$ cat src/rtl/vga_rx_monitor.sv
// Receive-side VGA monitor: rebuilds pixel coordinates from HS/VS, checks sync timing,
// tracks lock and finds the top-left non-black active pixel of every frame.
module vga_rx_monitor #(
  parameter int unsigned H_SYNC      = 96,
  parameter int unsigned H_BACK      = 48,
  parameter int unsigned H_ACTIVE    = 640,
  parameter int unsigned H_TOTAL     = 800,
  parameter int unsigned V_SYNC      = 2,
  parameter int unsigned V_BACK      = 33,
  parameter int unsigned V_ACTIVE    = 480,
  parameter int unsigned V_TOTAL     = 525,
  parameter logic        SYNC_ACT    = 1'b0,
  parameter int unsigned LOCK_FRAMES = 2
) (
  input  logic       I_clk,
  input  logic       I_rst_n,
  input  logic       I_hs,
  input  logic       I_vs,
  input  logic [3:0] I_red,
  input  logic [3:0] I_green,
  input  logic [3:0] I_blue,
  output logic       O_locked,
  output logic       O_h_err,
  output logic       O_v_err,
  input  logic       O_err_clr,
  output logic [9:0] O_box_x,
  output logic [9:0] O_box_y,
  output logic       O_box_valid,
  output logic       O_frame_done
);

  localparam logic [1:0] S_SEARCH = 2'd0;
  localparam logic [1:0] S_CHECK  = 2'd1;
  localparam logic [1:0] S_LOCKED = 2'd2;

  localparam logic [9:0]  H_ACT_LO = 10'(H_SYNC + H_BACK);
  localparam logic [9:0]  H_ACT_HI = 10'(H_SYNC + H_BACK + H_ACTIVE);
  localparam logic [9:0]  V_ACT_LO = 10'(V_SYNC + V_BACK);
  localparam logic [9:0]  V_ACT_HI = 10'(V_SYNC + V_BACK + V_ACTIVE);
  localparam logic [10:0] H_TOT    = 11'(H_TOTAL);
  localparam logic [10:0] V_TOT    = 11'(V_TOTAL);
  localparam logic [9:0]  HS_LEN   = 10'(H_SYNC);
  localparam logic [9:0]  VS_LEN   = 10'(V_SYNC);
  localparam logic [3:0]  LOCK_N   = 4'(LOCK_FRAMES);
  localparam logic [9:0]  CNT_MAX  = 10'h3FF;

  logic        r_s_hs, r_s_vs, r_prev_hs, r_prev_vs;
  logic [11:0] r_s_rgb;
  logic [9:0]  r_hcnt, r_vcnt, r_hs_width, r_vs_width;
  logic [1:0]  r_state;
  logic [3:0]  r_good;
  logic        r_locked, r_h_err, r_v_err;
  logic [9:0]  r_min_x, r_min_y, r_box_x, r_box_y;
  logic        r_found, r_seen_vs, r_box_valid, r_frame_done;

  logic        w_hs_act, w_vs_act, w_hs_edge, w_vs_edge, w_hs_fall, w_vs_fall;
  logic [9:0]  w_hpos, w_vpos, w_x, w_y;
  logic        w_active, w_lit, w_checking, w_h_bad, w_v_bad;
  logic [1:0]  w_state_d;
  logic [3:0]  w_good_d;

  always_ff @(posedge I_clk or negedge I_rst_n) begin
    if (!I_rst_n) begin
      r_s_hs    <= ~SYNC_ACT;
      r_s_vs    <= ~SYNC_ACT;
      r_prev_hs <= ~SYNC_ACT;
      r_prev_vs <= ~SYNC_ACT;
      r_s_rgb   <= '0;
    end else begin
      r_s_hs    <= I_hs;
      r_s_vs    <= I_vs;
      r_prev_hs <= r_s_hs;
      r_prev_vs <= r_s_vs;
      r_s_rgb   <= {I_red, I_green, I_blue};
    end
  end

  // Position of the sample currently in the input stage; r_hcnt/r_vcnt hold the previous one.
  always_comb begin
    w_hs_act  = (r_s_hs == SYNC_ACT);
    w_vs_act  = (r_s_vs == SYNC_ACT);
    w_hs_edge = w_hs_act && (r_prev_hs != SYNC_ACT);
    w_vs_edge = w_vs_act && (r_prev_vs != SYNC_ACT);
    w_hs_fall = !w_hs_act && (r_prev_hs == SYNC_ACT);
    w_vs_fall = !w_vs_act && (r_prev_vs == SYNC_ACT);
    w_hpos    = w_hs_edge ? '0 : ((r_hcnt == CNT_MAX) ? CNT_MAX : r_hcnt + 10'd1);
    if (w_vs_edge) w_vpos = '0;
    else if (w_hs_edge && r_vcnt != CNT_MAX) w_vpos = r_vcnt + 10'd1;
    else w_vpos = r_vcnt;
    w_active   = (w_hpos >= H_ACT_LO) && (w_hpos < H_ACT_HI) &&
                 (w_vpos >= V_ACT_LO) && (w_vpos < V_ACT_HI);
    w_x        = w_hpos - H_ACT_LO;
    w_y        = w_vpos - V_ACT_LO;
    w_lit      = w_active && (r_s_rgb != 12'd0);
    w_checking = (r_state != S_SEARCH);
    w_h_bad    = w_checking && ((w_hs_edge && ({1'b0, r_hcnt} + 11'd1 != H_TOT)) ||
                                (w_hs_fall && r_hs_width != HS_LEN));
    w_v_bad    = w_checking && ((w_vs_edge && ({1'b0, r_vcnt} + 11'd1 != V_TOT)) ||
                                (w_vs_fall && r_vs_width != VS_LEN));
  end

  always_comb begin
    w_state_d = r_state;
    w_good_d  = r_good;
    case (r_state)
      S_SEARCH: begin
        if (w_vs_edge) begin
          w_state_d = S_CHECK;
          w_good_d  = '0;
        end
      end
      S_CHECK: begin
        if (w_h_bad || w_v_bad) begin
          w_state_d = S_SEARCH;
        end else if (w_vs_edge) begin
          w_good_d = r_good + 4'd1;
          if (w_good_d == LOCK_N) w_state_d = S_LOCKED;
        end
      end
      S_LOCKED: begin
        if (w_h_bad || w_v_bad) w_state_d = S_SEARCH;
      end
      default: w_state_d = S_SEARCH;
    endcase
  end

  always_ff @(posedge I_clk or negedge I_rst_n) begin
    if (!I_rst_n) begin
      r_hcnt     <= '0;
      r_vcnt     <= '0;
      r_hs_width <= '0;
      r_vs_width <= '0;
      r_state    <= S_SEARCH;
      r_good     <= '0;
      r_locked   <= 1'b0;
      r_h_err    <= 1'b0;
      r_v_err    <= 1'b0;
    end else begin
      r_hcnt  <= w_hpos;
      r_vcnt  <= w_vpos;
      r_state <= w_state_d;
      r_good  <= w_good_d;
      r_locked <= (w_state_d == S_LOCKED);
      // A fresh error overrides a coincident clear.
      r_h_err <= w_h_bad || (r_h_err && !O_err_clr);
      r_v_err <= w_v_bad || (r_v_err && !O_err_clr);
      if (w_hs_edge) r_hs_width <= 10'd1;
      else if (w_hs_act && r_hs_width != CNT_MAX) r_hs_width <= r_hs_width + 10'd1;
      if (w_vs_edge) r_vs_width <= 10'd1;
      else if (w_vs_act && w_hs_edge && r_vs_width != CNT_MAX) r_vs_width <= r_vs_width + 10'd1;
    end
  end

  // The sample taken on the VS edge already belongs to the new frame.
  always_ff @(posedge I_clk or negedge I_rst_n) begin
    if (!I_rst_n) begin
      r_min_x      <= CNT_MAX;
      r_min_y      <= CNT_MAX;
      r_found      <= 1'b0;
      r_seen_vs    <= 1'b0;
      r_box_x      <= '0;
      r_box_y      <= '0;
      r_box_valid  <= 1'b0;
      r_frame_done <= 1'b0;
    end else if (w_vs_edge) begin
      if (r_seen_vs) begin
        if (r_found) begin
          r_box_x <= r_min_x;
          r_box_y <= r_min_y;
        end
        r_box_valid <= r_found;
      end
      r_frame_done <= r_seen_vs;
      r_seen_vs    <= 1'b1;
      r_found      <= w_lit;
      r_min_x      <= w_lit ? w_x : CNT_MAX;
      r_min_y      <= w_lit ? w_y : CNT_MAX;
    end else begin
      r_frame_done <= 1'b0;
      if (w_lit) begin
        r_found <= 1'b1;
        if (w_x < r_min_x) r_min_x <= w_x;
        if (w_y < r_min_y) r_min_y <= w_y;
      end
    end
  end

  assign O_locked     = r_locked;
  assign O_h_err      = r_h_err;
  assign O_v_err      = r_v_err;
  assign O_box_x      = r_box_x;
  assign O_box_y      = r_box_y;
  assign O_box_valid  = r_box_valid;
  assign O_frame_done = r_frame_done;

endmodule

$ cat config.mk
export PLATFORM = sky130hd
export DESIGN_NAME = vga_rx_monitor
export DESIGN_NICKNAME = d
export VERILOG_FILES = /design/src/rtl/vga_rx_monitor.sv
export SDC_FILE = /design/constraint.sdc
export NUM_CORES = 1
export LEC_CHECK = 0
export BUFFER_PORTS_ARGS = -buffer_cell sky130_fd_sc_hd__buf_2
export CAP_MARGIN = 20
export CORE_MARGIN = 8
export CORE_UTILIZATION = 45
export CTS_CLUSTER_SIZE = 24
export DETAILED_ROUTE_END_ITERATION = 8
export GPL_TIMING_DRIVEN = 0
export SYNTH_ARGS = -nofsm -noshare
export SYNTH_HDL_FRONTEND = slang
export SYNTH_SLANG_ARGS = --single-unit
$ cat constraint.sdc
create_clock -name I_clk -period 11.7 [get_ports I_clk]
set_input_delay 0 -clock I_clk [delete_from_list [all_inputs] [get_ports I_clk]]
set_output_delay 0 -clock I_clk [all_outputs]
set_load 0.02 [all_outputs]
After elaboration in Yosys (flattened, before gate mapping) --
Cells that the tools add are included.
Operators by class: reductions and logical operators 40, mux-type cells 29, magnitude comparators 6, eq/ne operators 15, $add $sub $neg 9, bitwise gates (word level) 4
Operators with widths (number):
- two-way mux 10 bit | 16
- adder 10 x 1 -> 10 bit (second input constant) | 4
- inequality test 10 bit (second input constant) | 3
- adder 10 x 1 -> 11 bit (second input constant) | 2
- inequality test 11 x 10 -> 1 bit (second input constant) | 2
- logical AND 1 bit | 20
- < comparator 10 bit | 2
- < comparator 10 bit (second input constant) | 2
- nonzero test 2 bit | 7
- two-way mux 4 bit | 3
- nonzero test 12 bit | 1
- equality test 10 bit (second input constant) | 1
- >= comparator 10 x 6 -> 1 bit (second input constant) | 1
- >= comparator 10 x 8 -> 1 bit (second input constant) | 1
- two-way mux 2 bit | 5
- inequality test 10 x 2 -> 1 bit (second input constant) | 1
- inequality test 10 x 7 -> 1 bit (second input constant) | 1
- subtractor 10 x 6 -> 10 bit (second input constant) | 1
- subtractor 10 x 8 -> 10 bit (second input constant) | 1
- case mux 4 bit (2 select lines) | 1
- inequality test 2 bit (second input constant) | 3
- case mux 2 bit (3 select lines) | 1
- AND reduction 2 bit | 3
- logical OR 1 bit | 5
- other kinds (10) | 16
Word-level totals: output and inout port bits 25, logic and storage cells 125, bits in registers 109, input port bits 17

Longest topological paths before layout --
depth after elaboration 11, mapped depth 20

Least setup slack after synthesis --
Ideal clock, no wire load.
kind reg-to-reg, start point reg r_vcnt[0], end point reg r_min_y[1], stages on the path, launching flop included 18, data required time 11.615 ns, clock period less this slack 3.755 ns, slack 7.945 ns, arrival 3.670 ns, cells stage by stage dfrtp_1 -> ha_1 -> and3_1 -> buf_4 -> a31oi_1 -> xnor2_1 -> nor2_1 -> ha_1 -> inv_1 -> o31a_1 -> a31o_1 -> xor2_1 -> ha_1 -> o211ai_1 -> a21oi_1 -> nor3_1 -> nand2_4 -> mux2_1
Between the ends: word-level cells in the longest chain between the ends 10
Ends and longest elaborated chain:
- from (decl) | RTL line 49 | logic [9:0] r_hcnt, r_vcnt, r_hs_width, r_vs_width;
- from (signal assigned) | RTL line 140 | r_vcnt <= w_vpos;
- parallel branches: the longest is 2 deep, another holds adder 10 x 1 -> 10 bit
- two-way mux 10 bit (*) | RTL line 88 | else if (w_hs_edge && r_vcnt != CNT_MAX) w_vpos = r_vcnt + 10'd1;
- two-way mux 10 bit (*) | RTL line 87 | if (w_vs_edge) w_vpos = '0;
- net w_vpos[0] | RTL line 57 | logic [9:0] w_hpos, w_vpos, w_x, w_y;
- parallel branches: the longest is 6 deep, another holds subtractor 10 x 6 -> 10 bit
- to (signal assigned) | RTL line 177 | r_min_y <= w_lit ? w_y : CNT_MAX;
- to (signal assigned) | RTL line 183 | if (w_y < r_min_y) r_min_y <= w_y;
- to (decl) | RTL line 53 | logic [9:0] r_min_x, r_min_y, r_box_x, r_box_y;
Mark *: on every way through the listed nets, which the timed path passes. The select of a mux whose other input is x is not followed. A chain may end at the register's enable or synchronous reset.

Worst setup path after layout --
start point reg r_prev_vs, end point reg r_min_y[8]
Between the ends: word-level cells in the longest chain between the ends 8
Ends and longest elaborated chain:
- from (decl) | RTL line 47 | logic r_s_hs, r_s_vs, r_prev_hs, r_prev_vs;
- from (signal assigned) | RTL line 67 | r_prev_vs <= ~SYNC_ACT;
- from (signal assigned) | RTL line 73 | r_prev_vs <= r_s_vs;
- logical AND 1 bit (*) | RTL line 83 | w_vs_edge = w_vs_act && (r_prev_vs != SYNC_ACT);
- two-way mux 10 bit (*) | RTL line 87
- net w_vpos[1] | RTL line 57
- parallel branches: the longest is 6 deep, another holds subtractor 10 x 6 -> 10 bit
Marked as above.

==> key figures <==
Timing
  – Setup TNS: 0 ns
  – RSZ-0062 raised after global routing: false
  – FMAX: 0.222 GHz
  – Setup slack after layout: 7.20 ns
  – Slew margin rel.: 51.7%
  – Worst Skew: 0.00971 ns
  – Tightest Pin Transition: 0.719 ns
  – Period utilization: 38.5%
  – Final Hold Viols: 0
  – Final setup fails: 0
  – Max Slew Vio Count: 0
  – Crit path time final: 4.50 ns

Synthesis
  – Cells after Synth: 593
  – Cell with the most instances after synthesis: dfrtp_1
  – Post-synth top cells: 85 x dfrtp_1, 61 x nand2_1, 53 x nor2_1, 41 x inv_1, 41 x o21ai_0
  – Top cell type's share of synthesized area: 36.0%
  – Post-Syn Area: 5910 um^2
  – Sequential area share after synthesis: 46.7%
  – EDFF count, synth: 0
  – Predominant post-synthesis flop cell: dfrtp_1
  – Syn_area_per_cell: 9.97 um^2
  – Synth area leader: dfrtp_1
  – FF+latch count, synth: 109
  – Net Count, Synth: 640
  – Asr flop ratio synth: 100%
  – Synth area leaders: dfrtp_1 36%, dfstp_2 11%, ha_1 6.4%
  – Synth unique cells: 67
  – Synth Warn #: 0

Clock network
  – Num Clock Sinks: 109
  – Maximum clock path buffer count: 2
  – # resized after CTS: 0
  – Clock slew at reported path FFs: 0.07 ns
  – Clock root buffer: clkbuf_16
  – CTS tree: done
  – Htree depth: 3
  – CTS Buf Count: 9
  – Clock latency on the worst-skew pair: 0.36 ns

Final layout
  – Layout cells sized above 1: 19.8%
  – Fin nets: 709
  – Area growth from synthesis to layout: 15.8%
  – Core Util, Final: 52.5%
  – Number of antenna diodes: 0

Drt
  – Initial DRC Count: 188
  – Detailed-router iteration count before antenna repair: 4
  – Routed wire per std cell: 14.9 um
  – Residual DRC: 0
  – WL final: 12600 um
  – Via count: 4438
  – Vias per std cell: 5.26
  – Met3 routed WL: 517 um
  – Final ANT Viol Nets: 0
  – WL met1: 5920 um
  – DR top layer: met4
  – Met2 WL post-DR: 5920 um

Placement
  – Worst slack at placement: 7.07 ns
  – I/O Buffers: 41
  – Post-DP HPWL: 9120 um
  – GPL Wtd Cong: 0.870

Setup path
  – Setup crit end kind: flip-flop
  – Crit-path leading delay family: buffers and inverters
  – Critical path arrival: 4.78 ns
  – Cell breakdown of the critical path: and2b_2 > buf_4 > clkbuf_1 > clkbuf_1 > nor2_1 > ha_1 > inv_1 > o31a_1 > a31o_1 > nand2_1 > xnor2_1 > ha_1 > nand4_1 > a2111oi_0 > nor3_1 > nand2_4 > mux2_2
  – Slowest stage delay, CP: 0.56 ns
  – Critical path type: flip-flop to flip-flop
  – Worst-path maximum fanout: 10
  – Critical path buffer and inverter count: 4
  – CP startpoint kind: flip-flop
  – Worst EP required: 11.98 ns
  – CP max stage cell: dfstp_2

Run status
  – Status: complete, no violations

Die
  – I/O pins: 42
  – Die height: 131 um
  – Die Wd: 131 um
  – Starting density of the core: 45.4%
  – Die ar.: 17100 um^2
  – Core Area: 13000 um^2
  – # rows: 42

Power
  – Final Total Pwr: 923 uW
  – Pwr per Cell Area: 135 nW/um^2
  – VDD IR max: 0.0973 mV
  – Leak: 0.00324 uW

Global routing
  – Vias in the first global route: 4461
  – All-Layer GR Usage: 15.9%
  – Gr ovfl total: 0
  – First-pass GRT wire length: 21400 um
  – Largest net degree at the start of global routing: 70
  – Initial antenna violation count: 0

Run
  – MaxCap Viol Count: 0

Min path
  – Worst hold path type: primary input to asynchronous set/reset pin
[layout by cell type, fill, tap and decap left out, types with 22 or more instances in the layout]
master / count
ha_1: 30
a21oi_1: 23
buf_2: 41
dfrtp_1: 85
nor2_1: 53
nand2_1: 61
o21ai_0: 41
nand3_1: 22
inv_1: 41
dfstp_2: 24
[worst paths after layout]
path,start,slack [ns],to,cells after the start
setup / recovery,r_prev_vs,7.20,r_min_y[8],17
max in group asynchronous,I_rst_n,10.76,r_s_hs,3
hold / removal,I_rst_n,0.18,O_box_y[1],2
hold reg to reg,r_s_hs,0.40,r_prev_hs,0
min in group I_clk,I_green[3],0.28,r_s_rgb[7],2
setup reg to reg,r_prev_vs,7.20,r_min_y[8],17
[cells by family after synthesis]
group | synth area share (%)
compound gates | 12.3
xor+xnor | 4.89
fa+ha+maj | 6.35
buf+inv | 5.14
flops | 46.7
mux | 5.50
simple gates | 19.2
[worst register-to-register path, delay by kind of cell, from the launching register on]
kind            cells  cell delay (ns)
buf+inv             4             1.16
simple gates        6             0.83
compound gates      3             0.78
flops               1             0.56
fa+ha+maj           2             0.56
mux                 1             0.36
xor+xnor            1             0.16
[routing by layer]
metal  vias to the layer above  GRT usage [%]
met5                         -              0
met4                         0           6.14
met3                        17           3.08
met2                        81           26.4
met1                      2128           20.0
li1                       2212              -
[stage by stage]
step / hold slack (ns) / cells / cell area [um^2]
finish: 0.182 / 843 / 6850
detailed placement: 0.0260 / 811 / 6370
floorplan: -0.296 / 593 / 5910
CTS: 0.204 / 843 / 6850
global route: 0.228 / 843 / 6850
global placement: 0.105 / 810 / 6340
[power by group]
part           switching [uW]  leakage, uW  internal [uW]  total (uW)
Sequential               26.3      0.00138            403         430
Clock                     137     0.000157            194         331
Combinational            94.0      0.00171           68.0         162
Total                     258      0.00324            665         923
[flip-flops by register name, indices dropped and copies added (netlist names), 4 cells and up]
| register | count |
|---|---|
| r_s_rgb | 12 |
| O_box_x | 10 |
| O_box_y | 10 |
| r_hcnt | 10 |
| r_hs_width | 10 |
| r_min_x | 10 |
| r_min_y | 10 |
| r_vcnt | 10 |
| r_vs_width | 10 |
| r_good | 4 |
[what timing repair did]
action,4_1_cts,5_1_grt
buffers inserted,0,0
hold endpoints to repair,53,0
endpoints found under the setup margin,0,0
hold buffers,16,0
[area by class of cell]
class                   instances  area, um^2
inverters                      41         154
multi-input cells             423        2850
plain buffers                  20         150
clock inverters                 4        73.8
flip-flops and latches        109        2760
fillers                      1202        6190
well taps                     176         220
clock buffers                  12         246
repair buffers                 58         395
Note: power is estimated with default switching activity, not from simulation.
